$ cat config.mk
export PLATFORM = sky130hd
export DESIGN_NAME = lm_encoder
export DESIGN_NICKNAME = d
export VERILOG_FILES = /design/src/rtl/lm_encoder_pkg.sv /design/src/rtl/lm_encoder_pending_slot.sv /design/src/rtl/lm_encoder.sv
export SDC_FILE = /design/constraint.sdc
export NUM_CORES = 1
export LEC_CHECK = 0
export ABC_AREA = 1
export ABC_CLOCK_PERIOD_IN_PS = 2200
export BUFFER_PORTS_ARGS = -buffer_cell sky130_fd_sc_hd__buf_2
export CORE_MARGIN = 8
export CORE_UTILIZATION = 44
export DETAILED_ROUTE_END_ITERATION = 10
export SYNTH_ARGS = -nofsm -noshare
export SYNTH_HDL_FRONTEND = slang
export SYNTH_HIERARCHICAL = 1
export SYNTH_SLANG_ARGS = --single-unit
$ cat constraint.sdc
create_clock -name clk -period 2.2 [get_ports clk]
set_clock_uncertainty 0.05 [all_clocks]
set_input_delay 0.11 -clock clk [delete_from_list [all_inputs] [get_ports clk]]
set_output_delay 0.11 -clock clk [all_outputs]
set_load 0.01 [all_outputs]
$ cat src/rtl/lm_encoder_pkg.sv
// Shared constants and FSM encoding for the LED-manager write path.
package lm_encoder_pkg;

    localparam int WIDTH_LEDS     = 8;
    localparam int LM_HOLD_CYCLES = 50_000_000;

    typedef enum logic [1:0] {
        LM_S_IDLE     = 2'd0,
        LM_S_HOLD     = 2'd1,
        LM_S_ERR_LOCK = 2'd2
    } lm_state_t;

endpackage

$ cat src/rtl/lm_encoder_pending_slot.sv
// One-deep pending event register: set wins over clear, and a set on an
// occupied slot that is not being cleared reports an overwrite.
module lm_pending_slot #(
    parameter int WIDTH = 8
) (
    input  logic             clk,
    input  logic             rst,
    input  logic             set,
    input  logic [WIDTH-1:0] set_word,
    input  logic             clr,
    output logic             valid,
    output logic [WIDTH-1:0] word,
    output logic             overwrite
);

    // A set in the same cycle as the issuing clear is a fresh event, not a loss.
    assign overwrite = set && valid && !clr;

    always_ff @(posedge clk) begin
        if (rst) begin
            valid <= 1'b0;
            word  <= '0;
        end else if (set) begin
            valid <= 1'b1;
            word  <= set_word;
        end else if (clr) begin
            valid <= 1'b0;
        end
    end

endmodule

$ cat src/rtl/lm_encoder.sv
// LED word encoder: captures error/data/act events, arbitrates them by priority
// and pushes one word per hold period into the LED FIFO.
module lm_encoder
    import lm_encoder_pkg::*;
#(
    parameter int WIDTH       = WIDTH_LEDS,
    parameter int HOLD_CYCLES = LM_HOLD_CYCLES,
    parameter bit ERR_STICKY  = 1'b1
) (
    input  logic             clk,
    input  logic             rst,
    input  logic             err_valid,
    input  logic [WIDTH-1:0] err_code,
    input  logic             data_valid,
    input  logic [WIDTH-1:0] data_word,
    input  logic             act_pulse,
    input  logic             err_clr,
    input  logic             fifo_full,
    output logic             wr_en,
    output logic [WIDTH-1:0] wr_data,
    output logic             err_locked,
    output logic             dropped
);

    localparam int               CNT_W     = $clog2(HOLD_CYCLES + 1);
    localparam logic [CNT_W-1:0] HOLD_LOAD = CNT_W'(HOLD_CYCLES - 1);

    lm_state_t        state;
    logic [CNT_W-1:0] hold_cnt;
    logic [WIDTH-1:0] act_cnt;
    logic [WIDTH-1:0] act_next;
    logic             last_err;

    logic             err_v, data_v, act_v;
    logic [WIDTH-1:0] err_w, data_w, act_w;
    logic             err_ov, data_ov, act_ov;

    logic             enter_lock;
    logic             blocked;
    logic             issue_err, issue_data, issue_act, issue;
    logic [WIDTH-1:0] issue_word;
    logic             drop_any;

    // FIFO handshake: wr_en is a one-cycle push raised only after an edge at
    // which fifo_full was low; the word stays on wr_data until the next push.
    always_comb begin
        act_next   = act_cnt + 1'b1;
        enter_lock = ERR_STICKY && (state == LM_S_HOLD) && (hold_cnt == '0) && last_err;
        blocked    = (state == LM_S_ERR_LOCK) || enter_lock;
        issue_err  = 1'b0;
        issue_data = 1'b0;
        issue_act  = 1'b0;
        if (!fifo_full) begin
            if (state == LM_S_IDLE) begin
                if (err_v)       issue_err  = 1'b1;
                else if (data_v) issue_data = 1'b1;
                else if (act_v)  issue_act  = 1'b1;
            end else if (state == LM_S_ERR_LOCK && !err_clr) begin
                issue_err = err_v;
            end
        end
        issue      = issue_err || issue_data || issue_act;
        issue_word = issue_err ? err_w : (issue_data ? data_w : act_w);
        drop_any   = err_ov || data_ov || act_ov
                   || (blocked && (data_valid || act_pulse))
                   || (enter_lock && (data_v || act_v));
    end

    lm_pending_slot #(.WIDTH(WIDTH)) u_err_slot (
        .clk       (clk),
        .rst       (rst),
        .set       (err_valid),
        .set_word  (err_code),
        .clr       (issue_err),
        .valid     (err_v),
        .word      (err_w),
        .overwrite (err_ov)
    );

    lm_pending_slot #(.WIDTH(WIDTH)) u_data_slot (
        .clk       (clk),
        .rst       (rst),
        .set       (data_valid && !blocked),
        .set_word  (data_word),
        .clr       (issue_data || enter_lock),
        .valid     (data_v),
        .word      (data_w),
        .overwrite (data_ov)
    );

    lm_pending_slot #(.WIDTH(WIDTH)) u_act_slot (
        .clk       (clk),
        .rst       (rst),
        .set       (act_pulse && !blocked),
        .set_word  (act_next),
        .clr       (issue_act || enter_lock),
        .valid     (act_v),
        .word      (act_w),
        .overwrite (act_ov)
    );

    always_ff @(posedge clk) begin
        if (rst) begin
            state      <= LM_S_IDLE;
            hold_cnt   <= '0;
            act_cnt    <= '0;
            last_err   <= 1'b0;
            wr_en      <= 1'b0;
            wr_data    <= '0;
            err_locked <= 1'b0;
            dropped    <= 1'b0;
        end else begin
            wr_en   <= issue;
            dropped <= drop_any;
            if (issue) begin
                wr_data  <= issue_word;
                last_err <= issue_err;
            end
            if (act_pulse) act_cnt <= act_next;

            case (state)
                LM_S_IDLE: begin
                    if (issue) begin
                        hold_cnt <= HOLD_LOAD;
                        state    <= LM_S_HOLD;
                    end
                end
                LM_S_HOLD: begin
                    if (hold_cnt == '0) begin
                        state      <= enter_lock ? LM_S_ERR_LOCK : LM_S_IDLE;
                        err_locked <= enter_lock;
                    end else begin
                        hold_cnt <= hold_cnt - 1'b1;
                    end
                end
                LM_S_ERR_LOCK: begin
                    // Clearing takes precedence; a pending error then issues from IDLE.
                    if (err_clr) begin
                        state      <= LM_S_IDLE;
                        err_locked <= 1'b0;
                    end else if (issue) begin
                        hold_cnt   <= HOLD_LOAD;
                        state      <= LM_S_HOLD;
                        err_locked <= 1'b0;
                    end
                end
                default: begin
                    state      <= LM_S_IDLE;
                    err_locked <= 1'b0;
                end
            endcase
        end
    end

endmodule
==> results of run 1 <==
-- per-layer routing --
layer | GRT usage | part of all wire
met5 | 0 | 0
met1 | 0.2398 | 0.49
met4 | 0.06745 | 0.013
met2 | 0.2572 | 0.44
met3 | 0.02950 | 0.051
-- sequential cells by signal (all words and copies together) (netlist names) --
register,cells
u_data_slot/valid,1
hold_cnt,26
dropped,1
u_err_slot/valid,1
u_data_slot/word,8
u_act_slot/valid,1
err_locked,1
u_act_slot/word,8
u_err_slot/word,8
state,2
last_err,1
wr_en,1
act_cnt,8
wr_data,8
-- timing repair --
action,CTS,global route
hold endpoints to repair,16,0
buffers inserted,0,1
endpoints found under the setup margin,0,6
hold buffers,16,0
resized for setup,0,2
-- report_power, final --
part           switching, mW  total (mW)  internal, mW
logic                  0.648       0.987         0.339
clock network          0.529        1.05         0.520
registers             0.0983        1.58          1.48
-- worst max-delay path, cell delays in order (launching register included) --
cell and delay, ps:
dfxtp_1 360, nor2_1 160, nand2_1 140, nor2_4 190, nand4_1 210, buf_4 200
nand2_1 50, inv_1 30, nand2_1 80, nor2_1 50, nor3_1 180, nand3_1 90
nand2_1 60, inv_1 50
-- metrics by stage --
stage	power (mW)	setup WS [ps]
after floorplan	2.310	403.7
after detailed placement	2.567	146.0
after global placement	2.562	211.7
after CTS	3.636	119.4
final	3.618	197.0
after global routing	3.851	-10.80
-- placed cells by master (no fill, tap or decap), types with 5 or more instances in the layout --
cell type      instances
dlygate4sd3_1         16
nor2_1               114
buf_2                 33
buf_4                 12
dfxtp_1               75
a21oi_2                6
a21oi_1               29
nand4_1               11
o211ai_1               5
xor2_1                14
nand3_1               41
o21ai_0               50
a31oi_1                5
or2_2                  9
inv_1                 45
inv_2                  5
nand2_1              117
clkbuf_8               9
-- logic make-up (layout without fill, tap and decap cells) --
group                    after synthesis  count (layout)  synth area share
adder cells (fa/ha/maj)                3               3          0.009948
AND/OR/NAND/NOR                      310             310            0.3501
AO/OA/AOI/OAI                         95              95            0.1369
XOR/XNOR                              14              14           0.03249
buffers and inverters                 66             127           0.07261
flip-flops                            75              75            0.3979
-- layout make-up --
class | count | area, um^2
clock inverter | 6 | 65.06
clock buffer | 9 | 123.9
inverter | 51 | 196.4
sequential | 75 | 1501
timing repair buffer | 61 | 415.4
multi-input combinational | 422 | 2003
fill | 830 | 3821
tap | 105 | 131.4
-- worst max-delay path by stage --
stage	startpoint	end	slack (ps)
2_1_floorplan	hold_cnt[0]$_SDFFE_PP0P_	dropped$_SDFF_PP0_	400
3_3_place_gp	hold_cnt[12]$_SDFFE_PP0P_	dropped$_SDFF_PP0_	210
3_5_place_dp	hold_cnt[12]$_SDFFE_PP0P_	dropped$_SDFF_PP0_	150
4_1_cts	hold_cnt[12]$_SDFFE_PP0P_	dropped$_SDFF_PP0_	120
5_1_grt	hold_cnt[0]$_SDFFE_PP0P_	dropped$_SDFF_PP0_	-10
6_report	hold_cnt[12]$_SDFFE_PP0P_	dropped$_SDFF_PP0_	200
-- cells in the mapped netlist, types with 4 or more instances --
| cell type | number |
|---|---|
| nand2_1 | 118 |
| nor2_1 | 115 |
| dfxtp_1 | 75 |
| o21ai_0 | 50 |
| inv_1 | 45 |
| nand3_1 | 41 |
| a21oi_1 | 29 |
| xor2_1 | 14 |
| nand4_1 | 11 |
| or2_2 | 9 |
| clkbuf_1 | 8 |
| a21oi_2 | 6 |
| a31oi_1 | 5 |
| buf_2 | 5 |
| inv_2 | 5 |
| o211ai_1 | 5 |
| nor3_1 | 4 |
==> summary.txt, run 1 <==
Setup path
  • Worst setup SP type: register
  • Reg2reg path depth: 13
  • Worst path required time: roughly 2400 ps
  • Crit-path max FO: 6
  • Crit path arrival time: approximately 2200 ps
  • RR Endpoint: dropped$_SDFF_PP0_
  • R2r setup slk: roughly 200 ps
  • Crit. End Element: register
  • R2R Path Start: hold_cnt[12]$_SDFFE_PP0P_
  • Critical path type: reg -> reg

Synth
  • Post-synthesis sequential area ratio: 0.3979
  • Synth area leader: dfxtp_1
  • Post-synth EDFFs: 0
  • Syn. warnings: 6
  • Top post-synthesis cells by area: dfxtp_1 40%, nand2_1 12%, nor2_1 11%
  • Library cells used by synthesis: 27
  • Seq cells post-synth: 75
  • Post-synthesis async set-or-reset flop share: 0
  • Syn Area/Cell: 6.703 um^2
  • Post-Syn Instances: ~560
  • Ys flop type: dfxtp_1
  • Post-Syn Nets: just under 600
  • Synth top area share: 0.3979
  • Mapped cell area: 0.003774 mm^2

Final layout
  • Share of cells above drive strength 1: 0.1458
  • Final instance area: 0.004437 mm^2
  • N_diodes: 0
  • Final non-filler cell total: ~730
  • Util after Layout: 0.5373
  • Layout overhead on the synthesized area: 17.57%
  • Layout net count: about 650

Die
  • Initial core utilization: 0.4570
  • I/O pin count: 34
  • DIE AREA: roughly 0.012 mm^2
  • Chip Height: about 110 um
  • Die W: approximately 110 um
  • Row count: 33
  • Core box area: between 0.008 and 0.009 mm^2

Placement
  • Post-place instance area: between 0.004 and 0.005 mm^2
  • Post-DP HPWL: about 7.0 mm
  • IO buf count: 33
  • Final GP Congestion: around 0.86
  • Placed cell count: approximately 700

Global routing
  • GRT Util Overall: 0.1717
  • Largest net degree at the start of global routing: 40
  • Initial antenna violation count: 0
  • First-pass GRT wire length: approximately 16 mm
  • Vias in the first global route: 3364
  • Grt total ovfl: 0

Min path
  • Worst Hold Depth: 3
  • Hold WC Path Type: in -> reg
  • Worst Hold End: act_cnt[1]$_SDFFE_PP0P_
  • Hold Startpoint: act_pulse

Drt
  • Routed wire length per instance: ~13 um
  • Post-Route WL: slightly below 10 mm
  • Overall via count from detail_route: roughly 3700
  • TritonRoute pass-1 iters: 4
  • Vias/cell: 5.052
  • Post-route ant nets: 0
  • DRT iter0 DRCs: between 200 and 250
  • Drt drc: 0

Timing
  • Fin crit share: 0.9104
  • Setup_tns: 0 ps
  • Hold Slack: ~40 ps
  • Fin. Hold Viols: 0
  • Pins over their slew limit: 0
  • Rel. slew slack: 0.6656
  • Fin crit period: 2003 ps
  • Worst slew pin tran: between 500 and 600 ps
  • Final setup violation count: 0
  • Fmax achieved: 499.3 MHz

CTS
  • Maximum buffer depth of the clock tree: 2
  • CTS Sinks: 75
  • Worst skew pair latency: 350 ps
  • CTS root buf: clkbuf_8
  • CTS clk-pin slew, worst paths: approximately 90 ps
  • H-tree levels: 3
  • CTS buffer count: 9
  • CTS tree: built

Power
  • Cell Pwr Density: 815.4 mW/mm^2
  • Worst VDD drop: approximately 0.00039 V
  • Leak Pwr: ~2.0 nW

Status
  • Status: completed

Job
  • Max-Cap Viols: 0
(Power assumes the default switching activity.)
==> run 2: changes to the inputs <==
--- a/config.mk
+++ b/config.mk
@@ -6,7 +6,7 @@
 export NUM_CORES = 1
 export LEC_CHECK = 0
 export ABC_AREA = 1
-export ABC_CLOCK_PERIOD_IN_PS = 2200
+export ABC_CLOCK_PERIOD_IN_PS = 2600
 export BUFFER_PORTS_ARGS = -buffer_cell sky130_fd_sc_hd__buf_2
 export CORE_MARGIN = 8
 export CORE_UTILIZATION = 44
==> constraint.sdc (replaced) <==
create_clock -name clk -period 2.6 [get_ports clk]
set_clock_uncertainty 0.05 [all_clocks]
set_input_delay 0.13 -clock clk [delete_from_list [all_inputs] [get_ports clk]]
set_output_delay 0.13 -clock clk [all_outputs]
set_load 0.01 [all_outputs]
==> run 2 against run 1 <==
Compared with the run above: cell area decreased by 0.56%; first-iteration DRC count is 21% lower; flip-flop and latch count unchanged; sequential power shrank 15%; count of clock-buffer cells in the layout did not move; register-to-register slack improved by 220 ps; critical path type unchanged; worst hold slack better by 14 ps; power fell by 14%; global-route usage is 0.27 points lower; sequential share of layout area up 0.19 points.
==> summary.txt, run 2 (same netlist as run 1, synthesis figures left out) <==
Status
  • Status: completed

Power
  • Int Power: 1.999 mW (-15%)
  • Gate power share: 0.262 (-0.011)
  • Cell Pwr Density: 704.8 mW/mm^2 (-14%)
  • Switching share of power: 0.3569 (+0.004450)
  • Seq pwr share: 0.433 (-0.004)
  • Worst VDD drop: 0.0003451 V (-12%)
  • Leak Pwr: 1.989 nW (-0.75%)
  • Clk network pwr share: 0.305 (+0.015)
  • Net Sw Power: 1.110 mW (-13%)

Drt
  • Vias/cell: 5.003 (-0.98%)
  • Post-Route WL: 9.643 mm (-1.1%)
  • Drt drc: 0 (unchanged)
  • Post-route ant nets: 0 (unchanged)
  • TritonRoute pass-1 iters: 4 (unchanged)
  • Overall via count from detail_route: 3627 (-1.5%)
  • DRT iter0 DRCs: 166 (-21%)
  • Routed wire length per instance: 13.30 um (-0.56%)

CTS
  • Maximum buffer depth of the clock tree: 2 (unchanged)
  • CTS tree: built
  • CTS resizes: 0 (unchanged)
  • H-tree levels: 3 (unchanged)
  • CTS buffer count: 9 (unchanged)
  • Worst skew pair latency: 350 ps (about the same)
  • CTS clk-pin slew, worst paths: 80 ps (about the same)
  • CTS root buf: clkbuf_8
  • Setup bufs post-CTS: 0 (unchanged)
  • CTS Sinks: 75 (unchanged)

Min path
  • Worst Hold End: act_cnt[1]$_SDFFE_PP0P_
  • Worst Hold Depth: 3 (unchanged)
  • Hold WC Path Type: in -> reg
  • Hold Startpoint: act_pulse

Global routing
  • Grt total ovfl: 0 (unchanged)
  • Vias in the first global route: 3375 (+0.33%)
  • GRT Util Overall: 0.1690 (-0.002705)
  • Initial antenna violation count: 0 (unchanged)
  • Largest net degree at the start of global routing: 28 (-30%)
  • First-pass GRT wire length: 16.17 mm (+0.12%)

Die
  • Initial core utilization: 0.4570 (unchanged)
  • I/O pin count: 34 (unchanged)
  • Chip Height: 108.6 um (unchanged)
  • DIE AREA: 0.01180 mm^2 (unchanged)
  • Die W: 108.6 um (unchanged)
  • Row count: 33 (unchanged)
  • Core box area: 0.008258 mm^2 (unchanged)

Final layout
  • Layout overhead on the synthesized area: 16.91%
  • Layout net count: 641 (-0.77%)
  • Share of cells above drive strength 1: 0.1371 (-0.008737)
  • Util after Layout: 0.5342 (-0.003031)
  • Fillers: 866 (+4.3%)
  • Most common cell after layout, fill and taps aside: nand2_1
  • Biggest register: hold_cnt
  • N_diodes: 0 (unchanged)
  • Commonest non-fill, non-tap cells in the layout: 118 x nand2_1, 115 x nor2_1, 75 x dfxtp_1
  • Final non-filler cell total: 725 (-0.55%)
  • Register area: 0.001501 mm^2 (unchanged)
  • Multi-input gate area: 0.001998 mm^2 (-0.25%)
  • Max reg flops: 26 (unchanged)

Timing
  • Fin crit period: 2184 ps (+181.1 ps)
  • Fin. Hold Viols: 0 (unchanged)
  • Pins over their slew limit: 0 (unchanged)
  • Fin crit share: 0.8400 (-0.07040)
  • Setup_tns: 0 ps (unchanged)
  • Worst slew pin tran: 501.0 ps (-0.7202 ps)
  • Unrepaired setup endpoints after global routing: false
  • Fmax achieved: 457.9 MHz (-8.3%)
  • Rel. slew slack: 0.6660 (about the same)
  • Hold Slack: 54.16 ps (+13.56 ps)
  • Min setup slack post-route: 415.9 ps (+218.9 ps)
  • Final setup violation count: 0 (unchanged)

Setup path
  • Worst path required time: 2840 ps (+450 ps)
  • Worst setup SP type: register
  • RR Endpoint: dropped$_SDFF_PP0_
  • Critical path type: reg -> reg
  • R2r setup slk: 420 ps (+220 ps)
  • Crit. End Element: register
  • Reg2reg path depth: 12 (-1)
  • Crit path arrival time: 2430 ps (+240 ps)
  • Crit-path max FO: 10 (+4)
  • R2R Path Start: state[1]$_SDFFE_PP0P_
  • Crit. Startpoint: state[1]$_SDFFE_PP0P_

Placement
  • Post-DP HPWL: 7.014 mm (+0.90%)
  • Placed cell count: 693 (-0.57%)
  • Place WS: 389.6 ps (+243.7 ps)
  • Final GP Congestion: 0.9247 (+7.3%)
  • IO buf count: 33 (unchanged)

Job
  • Max-Cap Viols: 0 (unchanged)
-- run 2: worst max-delay path by stage --
stage,end,cells past startpoint
3_5_place_dp,dropped$_SDFF_PP0_,12
6_report,dropped$_SDFF_PP0_,12
4_1_cts,dropped$_SDFF_PP0_,12
3_3_place_gp,dropped$_SDFF_PP0_,12
5_1_grt,dropped$_SDFF_PP0_,12
2_1_floorplan,dropped$_SDFF_PP0_,13
-- run 2: cell type report --
class	count	area share
multi-input combinational	422	0.4529
sequential	75	0.3403
timing repair buffer	56	0.08565
inverter	51	0.04453
tap	105	0.02978
clock buffer	9	0.02808
clock inverter	7	0.01872
-- run 2: critical path: stages (launching register included) --
cell and delay (ps):
dfxtp_1 400, inv_1 70, nand2_1 260, nor2_1 70, nand4_1 160, nand2_1 130
nor2_1 400, inv_2 200, nor2_1 140, nor3_1 60, nand3_1 80, nand2_1 50
inv_1 60
-- run 2: routing by layer --
layer / track usage / share of wire / vias up
met2: 0.2568 / 0.44 / 67
li1: - / - / 1920
met4: 0.05865 / 0.0092 / 0
met3: 0.02655 / 0.043 / 9
met5: 0 / 0 / -
met1: 0.2373 / 0.51 / 1631
-- run 2: per-stage QoR --
stage	cell area, um^2	total power [mW]
after floorplan	3774	1.955
after global placement	4045	2.155
after detailed placement	4045	2.163
after CTS	4412	3.128
after global routing	4412	3.313
final	4412	3.109
-- run 2: what timing repair did --
action / 4_1_cts / 5_1_grt
hold buffers: 16 / 0
setup endpoints to repair: 0 / 0
hold endpoints to repair: 16 / 0
-- run 2: power groups by stage --
stage,clock network (mW),logic [mW],registers [mW]
floorplan,0,0.602,1.35
global route,1.02,0.929,1.36
detailed placement,0,0.792,1.37
finish,0.949,0.815,1.35
CTS,0.969,0.815,1.34
global placement,0,0.786,1.37
==> run 3: changes to the inputs <==
--- a/config.mk
+++ b/config.mk
@@ -6,7 +6,7 @@
 export NUM_CORES = 1
 export LEC_CHECK = 0
 export ABC_AREA = 1
-export ABC_CLOCK_PERIOD_IN_PS = 2600
+export ABC_CLOCK_PERIOD_IN_PS = 2100
 export BUFFER_PORTS_ARGS = -buffer_cell sky130_fd_sc_hd__buf_2
 export CORE_MARGIN = 8
 export CORE_UTILIZATION = 44
==> constraint.sdc (replaced) <==
create_clock -name clk -period 2.1 [get_ports clk]
set_clock_uncertainty 0.05 [all_clocks]
set_input_delay 0.105 -clock clk [delete_from_list [all_inputs] [get_ports clk]]
set_output_delay 0.105 -clock clk [all_outputs]
set_load 0.01 [all_outputs]
==> run 3 against run 2 <==
Compared with the run above: non-clock buffer count is 9 higher; power increased by 24%; combinational power increased by 30%; sequential power up 23%; routed wire length is 0.33% higher; maximum frequency up 12%; first-iteration DRC count grew 22%; via count increased by 2.2%; global-route usage is 0.28 points higher; die area did not move; flip-flop and latch count stayed put.
==> summary.txt, run 3 (same netlist as run 1, synthesis figures left out) <==
Setup path
  • R2r setup slk: 150 ps (-270 ps)
  • Reg2reg path depth: 13 (+1)
  • Worst setup SP type: register
  • Crit. End Element: register
  • RR Endpoint: dropped$_SDFF_PP0_
  • Worst path required time: 2310 ps (-530 ps)
  • Critical path type: reg -> reg
  • Crit-path max FO: 9 (-1)
  • Crit path arrival time: 2160 ps (-270 ps)
  • R2R Path Start: hold_cnt[1]$_SDFFE_PP0P_

CTS
  • CTS clk-pin slew, worst paths: 80 ps (about the same)
  • CTS buffer count: 9 (unchanged)
  • Setup bufs post-CTS: 0 (unchanged)
  • CTS root buf: clkbuf_8
  • H-tree levels: 3 (unchanged)
  • CTS tree: built
  • CTS Sinks: 75 (unchanged)
  • Maximum buffer depth of the clock tree: 2 (unchanged)
  • Worst skew pair latency: 350 ps (about the same)

Final layout
  • Share of cells above drive strength 1: 0.1592 (+0.02214)
  • Final non-filler cell total: 733 (+1.1%)
  • Biggest register: hold_cnt
  • Layout net count: 650 (+1.4%)
  • Layout overhead on the synthesized area: 18.80%
  • Most common cell after layout, fill and taps aside: nand2_1
  • Commonest non-fill, non-tap cells in the layout: 116 x nand2_1, 111 x nor2_1, 75 x dfxtp_1
  • N_diodes: 0 (unchanged)
  • Max reg flops: 26 (unchanged)

Timing
  • Setup_tns: 0 ps (unchanged)
  • Fin. Hold Viols: 0 (unchanged)
  • Worst slew pin tran: 493.7 ps (-7.273 ps)
  • Fmax achieved: 513.0 MHz (+12%)
  • Rel. slew slack: 0.6705 (+0.004487)
  • Final setup violation count: 0 (unchanged)
  • Fin crit period: 1949 ps (-234.7 ps)
  • Fin crit share: 0.9283 (+0.08827)
  • Unrepaired setup endpoints after global routing: true
  • Pins over their slew limit: 0 (unchanged)

Global routing
  • Initial antenna violation count: 0 (unchanged)
  • GRT Util Overall: 0.1718 (+0.002807)
  • Grt total ovfl: 0 (unchanged)
  • First-pass GRT wire length: 16.45 mm (+1.8%)
  • Vias in the first global route: 3464 (+2.6%)
  • Largest net degree at the start of global routing: 40 (+43%)

Drt
  • Routed wire length per instance: 13.20 um (-0.76%)
  • Drt drc: 0 (unchanged)
  • Post-Route WL: 9.675 mm (+0.33%)
  • TritonRoute pass-1 iters: 5 (+1)
  • Overall via count from detail_route: 3706 (+2.2%)
  • Vias/cell: 5.056 (+1.1%)
  • DRT iter0 DRCs: 203 (+22%)
  • Post-route ant nets: 0 (unchanged)

Power
  • Worst VDD drop: 0.0003813 V (+10%)
  • Cell Pwr Density: 857.8 mW/mm^2 (+22%)
  • Leak Pwr: 2.028 nW (+2.0%)

Min path
  • Worst Hold Depth: 3 (unchanged)
  • Worst Hold End: act_cnt[1]$_SDFFE_PP0P_
  • Hold Startpoint: act_pulse
  • Hold WC Path Type: in -> reg

Die
  • Initial core utilization: 0.4570 (unchanged)
  • Row count: 33 (unchanged)
  • Die W: 108.6 um (unchanged)
  • Chip Height: 108.6 um (unchanged)
  • I/O pin count: 34 (unchanged)
  • Core box area: 0.008258 mm^2 (unchanged)
  • DIE AREA: 0.01180 mm^2 (unchanged)

Placement
  • Post-DP HPWL: 7.013 mm (about the same)
  • IO buf count: 33 (unchanged)
  • Placed cell count: 702 (+1.3%)
  • Final GP Congestion: 0.9068 (-1.9%)

Job
  • Max-Cap Viols: 0 (unchanged)

Status
  • Status: completed
[run 3: changes by cell type in the layout (fill, tap and decap cells not counted), moves of 2 or more]
cell / delta
clkinv_4: +2
nor2_1: -4
nand2_1: -2
nor2_2: +3
nand2_2: +2
buf_4: +9
inv_8: -2
[run 3: cell type report]
class,count,area (um^2)
Tap cell,105,131.4
Sequential cell,75,1501
Clock inverter,6,66.31
Inverter,51,196.4
Multi-Input combinational cell,422,2018
Timing Repair Buffer,65,445.4
Clock buffer,9,123.9
Fill cell,861,3775
[run 3: worst max-delay path by stage]
stage	start	end	slack, ps	depth (start not counted)
after floorplan	hold_cnt[0]$_SDFFE_PP0P_	dropped$_SDFF_PP0_	300	13
after global placement	hold_cnt[1]$_SDFFE_PP0P_	u_act_slot/word[1]$_SDFFE_PP0P_	150	11
after detailed placement	hold_cnt[1]$_SDFFE_PP0P_	u_act_slot/word[4]$_SDFFE_PP0P_	120	11
after CTS	hold_cnt[1]$_SDFFE_PP0P_	u_act_slot/word[1]$_SDFFE_PP0P_	100	11
after global routing	hold_cnt[1]$_SDFFE_PP0P_	u_act_slot/word[4]$_SDFFE_PP0P_	-40	11
final	hold_cnt[1]$_SDFFE_PP0P_	dropped$_SDFF_PP0_	150	13
[run 3: through the flow]
stage / util / worst slack, ps / hold slack, ps / instance area [um^2] / total power, mW
finish: 0.5429 / 150.5 / 38.45 / 4483 / 3.846
global route: 0.5429 / -42.99 / 37.75 / 4483 / 4.077
CTS: 0.5405 / 95.70 / 31.56 / 4463 / 3.845
detailed placement: 0.4980 / 116.3 / 281.7 / 4113 / 2.710
global placement: 0.4980 / 152.6 / 275.9 / 4113 / 2.695
floorplan: - / 303.7 / 117.4 / 3774 / 2.420
[run 3: critical path, cell delays in order, from the launching register on]
cell and delay, ps:
dfxtp_1 330, inv_1 80, ha_1 150, nand3_1 120
nor2_4 140, nand4_1 210, nand2_2 180, nor2_2 90
inv_2 60, nor2_1 40, nor3_1 200, nand3_1 100
nand2_1 60, inv_1 40
[run 3: where the power goes]
part	switching (mW)	leakage, nW	total, mW	internal (mW)
sequential	0.105	0.619	1.66	1.55
combinational	0.677	1.31	1.06	0.385
clock	0.578	0.0994	1.12	0.547
total	1.36	2.03	3.85	2.49
[run 3: routing by layer]
| metal | up-vias | share of wire | track usage |
|---|---|---|---|
| met5 | - | 0 | 0 |
| met4 | 0 | 0.013 | 0.06158 |
| met3 | 12 | 0.043 | 0.03068 |
| met2 | 63 | 0.44 | 0.2607 |
| met1 | 1692 | 0.51 | 0.2387 |
| li1 | 1939 | - | - |
[run 3: repair_timing]
item	4_1_cts	5_1_grt
hold buffers	16	0
endpoints found under the hold margin	16	0
resized for setup	0	8
endpoints found under the setup margin	0	19
